### config.mk
export PLATFORM = sky130hd
export DESIGN_NAME = song_player_flat
export DESIGN_NICKNAME = d
export VERILOG_FILES = /design/src/rtl/song_player_if.sv /design/src/rtl/song_player.sv /design/src/flat_wrapper.sv
export SDC_FILE = /design/constraint.sdc
export NUM_CORES = 1
export LEC_CHECK = 0
export BUFFER_PORTS_ARGS = -buffer_cell sky130_fd_sc_hd__buf_2
export CELL_PAD_IN_SITES_DETAIL_PLACEMENT = 0
export CELL_PAD_IN_SITES_GLOBAL_PLACEMENT = 1
export CORE_UTILIZATION = 30
export CTS_CLUSTER_SIZE = 20
export DETAILED_ROUTE_END_ITERATION = 12
export HOLD_SLACK_MARGIN = 0.12
export PLACE_DENSITY = 0.73
export SLEW_MARGIN = 20
export SYNTH_ARGS = -nofsm -noshare
export SYNTH_HDL_FRONTEND = slang
export SYNTH_SLANG_ARGS = --single-unit
### constraint.sdc
create_clock -name clk -period 2.2 [get_ports clk]
set_clock_uncertainty 0.1 [all_clocks]
set_input_delay 0.11 -clock clk [delete_from_list [all_inputs] [get_ports clk]]
set_output_delay 0.11 -clock clk [all_outputs]
set_load 0.05 [all_outputs]
### src/rtl/song_player_if.sv
// Control, song and display/score signals between the song player and its surroundings.
interface song_player_if;
  logic        load;
  logic [31:0] song_in;
  logic        start;
  logic [1:0]  hit;
  logic [1:0]  current_note;
  logic [31:0] window;
  logic [4:0]  position;
  logic        playing;
  logic        done;
  logic [4:0]  score;
  logic [4:0]  misses;

  modport master (
    output load, song_in, start, hit,
    input  current_note, window, position, playing, done, score, misses
  );

  modport slave (
    input  load, song_in, start, hit,
    output current_note, window, position, playing, done, score, misses
  );
endinterface

### src/rtl/song_player.sv
// Plays a packed 16-note song one note per beat and judges button presses against each note.
// Optional SONG_PLAYER_LOOP_EN: replay the song forever with saturating score/miss counts.
module song_player #(
  parameter int unsigned BEAT_CYCLES = 10
) (
  input logic         clk,
  input logic         rst,
  song_player_if.slave bus
);

  localparam int unsigned CntW = (BEAT_CYCLES > 1) ? $clog2(BEAT_CYCLES) : 1;
  localparam logic [CntW-1:0] CntLast = CntW'(BEAT_CYCLES - 1);

  typedef enum logic [1:0] {StIdle, StPlay, StDone} state_e;

  state_e          state_q, state_d;
  logic [31:0]     song_q, song_d;
  logic [31:0]     window_q, window_d;
  logic [CntW-1:0] cnt_q, cnt_d;
  logic [1:0]      acc_q, acc_d;
  logic [4:0]      pos_q, pos_d;
  logic [4:0]      score_q, score_d;
  logic [4:0]      miss_q, miss_d;
  logic [1:0]      h;
  logic            judge_hit, judge_miss;

  always_comb begin
    state_d    = state_q;
    song_d     = song_q;
    window_d   = window_q;
    cnt_d      = cnt_q;
    acc_d      = acc_q;
    pos_d      = pos_q;
    score_d    = score_q;
    miss_d     = miss_q;
    h          = acc_q | bus.hit;
    judge_hit  = 1'b0;
    judge_miss = 1'b0;

    unique case (state_q)
      StIdle, StDone: begin
        if (bus.load) song_d = bus.song_in;
        if (bus.start) begin
          state_d  = StPlay;
          // A load in the same cycle bypasses song_q so the new song plays at once.
          window_d = bus.load ? bus.song_in : song_q;
          cnt_d    = '0;
          acc_d    = '0;
          pos_d    = '0;
          score_d  = '0;
          miss_d   = '0;
        end
      end
      StPlay: begin
        acc_d = h;
        cnt_d = cnt_q + 1'b1;
        if (cnt_q == CntLast) begin
          acc_d = '0;
          cnt_d = '0;
          if (window_q[1:0] != 2'b00) begin
            judge_hit  = (h == window_q[1:0]);
            judge_miss = !judge_hit;
          end else begin
            judge_miss = (h != 2'b00);
          end
`ifdef SONG_PLAYER_LOOP_EN
          if (judge_hit && score_q != 5'd31) score_d = score_q + 5'd1;
          if (judge_miss && miss_q != 5'd31) miss_d = miss_q + 5'd1;
`else
          if (judge_hit) score_d = score_q + 5'd1;
          if (judge_miss) miss_d = miss_q + 5'd1;
`endif
          if (pos_q != 5'd15) begin
            window_d = window_q >> 2;
            pos_d    = pos_q + 5'd1;
          end else begin
`ifdef SONG_PLAYER_LOOP_EN
            window_d = song_q;
            pos_d    = '0;
`else
            state_d  = StDone;
            window_d = '0;
`endif
          end
        end
      end
      default: state_d = StIdle;
    endcase
  end

  always_ff @(posedge clk) begin
    if (rst) begin
      state_q  <= StIdle;
      song_q   <= '0;
      window_q <= '0;
      cnt_q    <= '0;
      acc_q    <= '0;
      pos_q    <= '0;
      score_q  <= '0;
      miss_q   <= '0;
    end else begin
      state_q  <= state_d;
      song_q   <= song_d;
      window_q <= window_d;
      cnt_q    <= cnt_d;
      acc_q    <= acc_d;
      pos_q    <= pos_d;
      score_q  <= score_d;
      miss_q   <= miss_d;
    end
  end

  assign bus.current_note = window_q[1:0];
  assign bus.window       = window_q;
  assign bus.position     = pos_q;
  assign bus.playing      = (state_q == StPlay);
  assign bus.done         = (state_q == StDone);
  assign bus.score        = score_q;
  assign bus.misses       = miss_q;

endmodule

### src/flat_wrapper.sv
// flat-port wrapper written by rule: the top's interface ports become plain ports
module song_player_flat 
#(
  parameter int unsigned BEAT_CYCLES = 10
)
  (clk, rst, bus_load, bus_song_in, bus_start, bus_hit, bus_current_note, bus_window, bus_position, bus_playing, bus_done, bus_score, bus_misses);
  song_player_if bus_i ();
  input logic clk;
  input logic rst;
  input wire logic [$bits(bus_i.load)-1:0] bus_load;
  input wire logic [$bits(bus_i.song_in)-1:0] bus_song_in;
  input wire logic [$bits(bus_i.start)-1:0] bus_start;
  input wire logic [$bits(bus_i.hit)-1:0] bus_hit;
  output wire logic [$bits(bus_i.current_note)-1:0] bus_current_note;
  output wire logic [$bits(bus_i.window)-1:0] bus_window;
  output wire logic [$bits(bus_i.position)-1:0] bus_position;
  output wire logic [$bits(bus_i.playing)-1:0] bus_playing;
  output wire logic [$bits(bus_i.done)-1:0] bus_done;
  output wire logic [$bits(bus_i.score)-1:0] bus_score;
  output wire logic [$bits(bus_i.misses)-1:0] bus_misses;
  assign bus_i.load = bus_load;
  assign bus_i.song_in = bus_song_in;
  assign bus_i.start = bus_start;
  assign bus_i.hit = bus_hit;
  assign bus_current_note = bus_i.current_note;
  assign bus_window = bus_i.window;
  assign bus_position = bus_i.position;
  assign bus_playing = bus_i.playing;
  assign bus_done = bus_i.done;
  assign bus_score = bus_i.score;
  assign bus_misses = bus_i.misses;
  song_player #(.BEAT_CYCLES(BEAT_CYCLES)) u_core (.clk(clk), .rst(rst), .bus(bus_i));
endmodule
==> impl_metrics.json <==
{
  "status": "complete, no violations",
  "fin_crit_ns": 2.085,
  "synth-xor-area-share": 0.01074,
  "dp_slack_ns": 0.08866,
  "r2r_slack_ns": 0.12,
  "drive_gt1_frac": 0.2085,
  "vias": 3827,
  "cp_data_arrival_time_ns": 2.24,
  "cp_max_fo": 5,
  "setup_violations": 0,
  "synth_compound_area_frac": 0.2228,
  "totalWireLength_mm": 10.53,
  "first_global_vias": 3544,
  "initial_core_util": 0.3078,
  "wire_per_inst_microns": 13.41,
  "yosysMostFrequentCell": "a21oi_1",
  "core_area_sq_um": 13240,
  "synthSimpleGateAreaFrac": 0.1863,
  "ys_seq_area_frac": 0.4273,
  "drtAntennaViolNets": 0,
  "hold_path_end": "u_core.song_q[29]$_SDFFE_PP0N_",
  "fp.dieW_microns": 118.6,
  "synthDistinctLibCells": 45,
  "hp-class": "flop to flop",
  "clkTransAtPathRegs_ns": 0.06,
  "gr-total-overflow": 0,
  "cts.sinks": 87,
  "p_leak_nw": 2.309,
  "relSlewSlack": 0.6549,
  "cts_tree": "built",
  "gp_congestion": 0.7436,
  "power.density_nw_per_um2": 741.7,
  "crit_type": "flop to flop",
  "grt_first_pass_wirelength_mm": 17.62,
  "clockBufferDepth": 2,
  "ff2ff_path_depth": 8,
  "dr.pass1.iters": 4,
  "h-tree-depth": 3,
  "nFillCells": 1378,
  "worstPathCellList": "ha_1, and3_1, ha_2, or3b_4, a22oi_4, buf_4, nor2_1, a211oi_1",
  "viasPerCell": 4.875,
  "synth_top_family_by_area": "compound AO/OA/AOI/OAI gates",
  "comb_power_share": 0.191,
  "end_kind": "flop",
  "ys_top_cells_by_count": "104 x a21oi_1, 87 x dfxtp_1, 73 x nand2_1",
  "crit_path_top_delay_cell": "or3b_4",
  "worst_slack_ns": 0.1153,
  "ir_worst_vdd_mv": 0.3472,
  "track_usage": 0.1576,
  "drt_iter0_markers": 161,
  "fin_crit_sh": 0.9476,
  "grt_max_degree": 76,
  "insertedDiodeCount": 0,
  "crit_start": "u_core.bus.position[0]$_SDFFE_PP0P_",
  "synthFlopType": "dfxtp_1",
  "syn_area_per_cell_sq_um": 8.169,
  "rsz0062_at_grt": "no",
  "final_max_slew_viol_count": 0,
  "critPathLaunchType": "flop",
  "synth_fa_ha_area_frac": 0.01842,
  "die_height_microns": 118.6,
  "hold_viol_final": 0,
  "nNetsFinal": 650,
  "crit_required_ns": 2.36,
  "synth_top_cell_by_area": "dfxtp_1",
  "synthMuxAreaShare": 0.08103,
  "netlist_area_sq_um": 4076,
  "yosysWarnings": 0,
  "synthCells": 499,
  "grt_antenna_before_repair": 0,
  "dp_cells": 733,
  "detailed_place_hpwl_mm": 6.745,
  "holdPathStages": 2,
  "syn-num-nets": 543,
  "clock_latency_ns": 0.34,
  "fp-row-count": 42,
  "remaining_drc_errors": 0,
  "internal_power_mw": 2.837,
  "cts_root_buf": "clkbuf_16",
  "finalSetupTns_ns": 0,
  "ys_async_sr_fraction": 0,
  "timing.rr.end": "u_core.bus.position[4]$_SDFFE_PP0P_",
  "clockPowerShare": 0.374,
  "pwr-share-seq": 0.435,
  "synth_seq_cells": 87,
  "port_buffers": 88,
  "min_from": "u_core.song_q[29]$_SDFFE_PP0N_",
  "crit_path_max_incr_delay_ns": 0.38,
  "synth_edf_count": 0,
  "drv_cap": 0,
  "ios": 89,
  "yosysTopAreaCellShare": 0.4273,
  "power_switching_mw": 1.141,
  "syn2layout_area_growth_pct": 31.58,
  "final_cells": 785,
  "p_sw_frac": 0.2868,
  "cts_made_buffers": 9,
  "r2r_start": "u_core.bus.position[0]$_SDFFE_PP0P_",
  "worst_slew_pin_slew_ns": 0.5176,
  "synth.area.top_cells": "dfxtp_1 43%, a21oi_1 13%, mux2i_1 8.1%",
  "max_freq_ghz": 0.4797,
  "dieArea_sq_um": 14060
}
flip-flops by register name, indices dropped and copies added, names as in the netlist:
register             flops
u_core.bus.window       32
u_core.song_q           32
u_core.bus.position      5
u_core.acc_q             2
u_core.cnt_q             4
u_core.bus.misses        5
u_core.state_q           2
u_core.bus.score         5
power by group through the flow:
stage                     logic [mW]  registers, mW  clock network (mW)
after global routing           0.835           1.74                1.60
final                          0.762           1.73                1.49
after CTS                      0.762           1.73                1.54
after global placement         0.705           1.76                   0
after detailed placement       0.712           1.76                   0
after floorplan                0.374           1.91                   0
critical path, delay by kind of cell, from the launching register on:
family	cells	cell delay, ns
compound gates	2	0.41
fa+ha+maj	2	0.39
buf+inv	1	0.15
flops	1	0.34
simple gates	3	0.60
what timing repair did:
action | CTS | global route
setup buffers | 0 | 2
endpoints found under the setup margin | 0 | 2
gates resized for setup | 0 | 2
hold buffers | 36 | 0
endpoints found under the hold margin | 40 | 0
final cells by class:
cell class | count | area (sq um) | share of cell area
clock buffer | 13 | 250.2 | 0.04665
timing repair buffer | 137 | 960.9 | 0.1791
clock inverter | 1 | 30.03 | 0.005598
inverter | 5 | 23.77 | 0.004432
sequential | 87 | 1744 | 0.3252
multi-input combinational | 366 | 2135 | 0.3979
tap | 176 | 220.2 | 0.04105
routing by layer:
layer  vias up  global-route usage  wire length [microns]
met5         -                   0                      0
met3        13             0.03282                    395
met1      1785              0.2007                   5180
met4         0             0.07437                    211
met2        81              0.2533                   4738
li1       1948                   -                      -
metrics by stage:
step	instance area (sq um)	hold slack, ns	total power, mW	utilization
after global routing	5364	0.3737	4.169	0.4050
after CTS	5344	0.3543	4.036	0.4035
after detailed placement	4703	0.2671	2.475	0.3552
after global placement	4703	0.2630	2.464	0.3552
final	5364	0.3519	3.978	0.4050
after floorplan	4079	0.1460	2.280	-
cell families (layout without fill, tap and decap cells):
family | after synthesis | in the layout
flip-flops | 87 | 87
buffers and inverters | 46 | 156
adder cells (fa/ha/maj) | 6 | 6
AND/OR/NAND/NOR | 167 | 167
AO/OA/AOI/OAI | 155 | 155
XOR/XNOR | 5 | 5
multiplexers | 33 | 33
how the worst max path moves through the flow:
stage / end / slack (ns) / cells past startpoint
finish: u_core.bus.position[4]$_SDFFE_PP0P_ / 0.12 / 8
global route: u_core.bus.position[3]$_SDFFE_PP0P_ / 0.01 / 8
CTS: u_core.bus.position[3]$_SDFFE_PP0P_ / 0.07 / 8
detailed placement: u_core.bus.position[3]$_SDFFE_PP0P_ / 0.09 / 8
global placement: u_core.bus.position[3]$_SDFFE_PP0P_ / 0.08 / 8
floorplan: u_core.bus.position[3]$_SDFFE_PP0P_ / 0.04 / 8
layout by cell type (no fill, tap or decap), types with 3 or more instances in the layout:
cell type	instances
a22oi_1	3
dfxtp_1	85
ha_1	5
nand3_1	6
dlygate4sd3_1	36
buf_4	8
o21ai_0	3
nand2_1	73
nor2_1	56
a21oi_1	104
nor2b_1	5
a211oi_1	31
xor2_1	4
clkbuf_1	3
buf_12	5
clkbuf_16	9
buf_2	88
or3_1	4
mux2i_1	33
o21ai_1	3
inv_1	4
nand2b_1	5
Power figures use the tool's default switching activity.
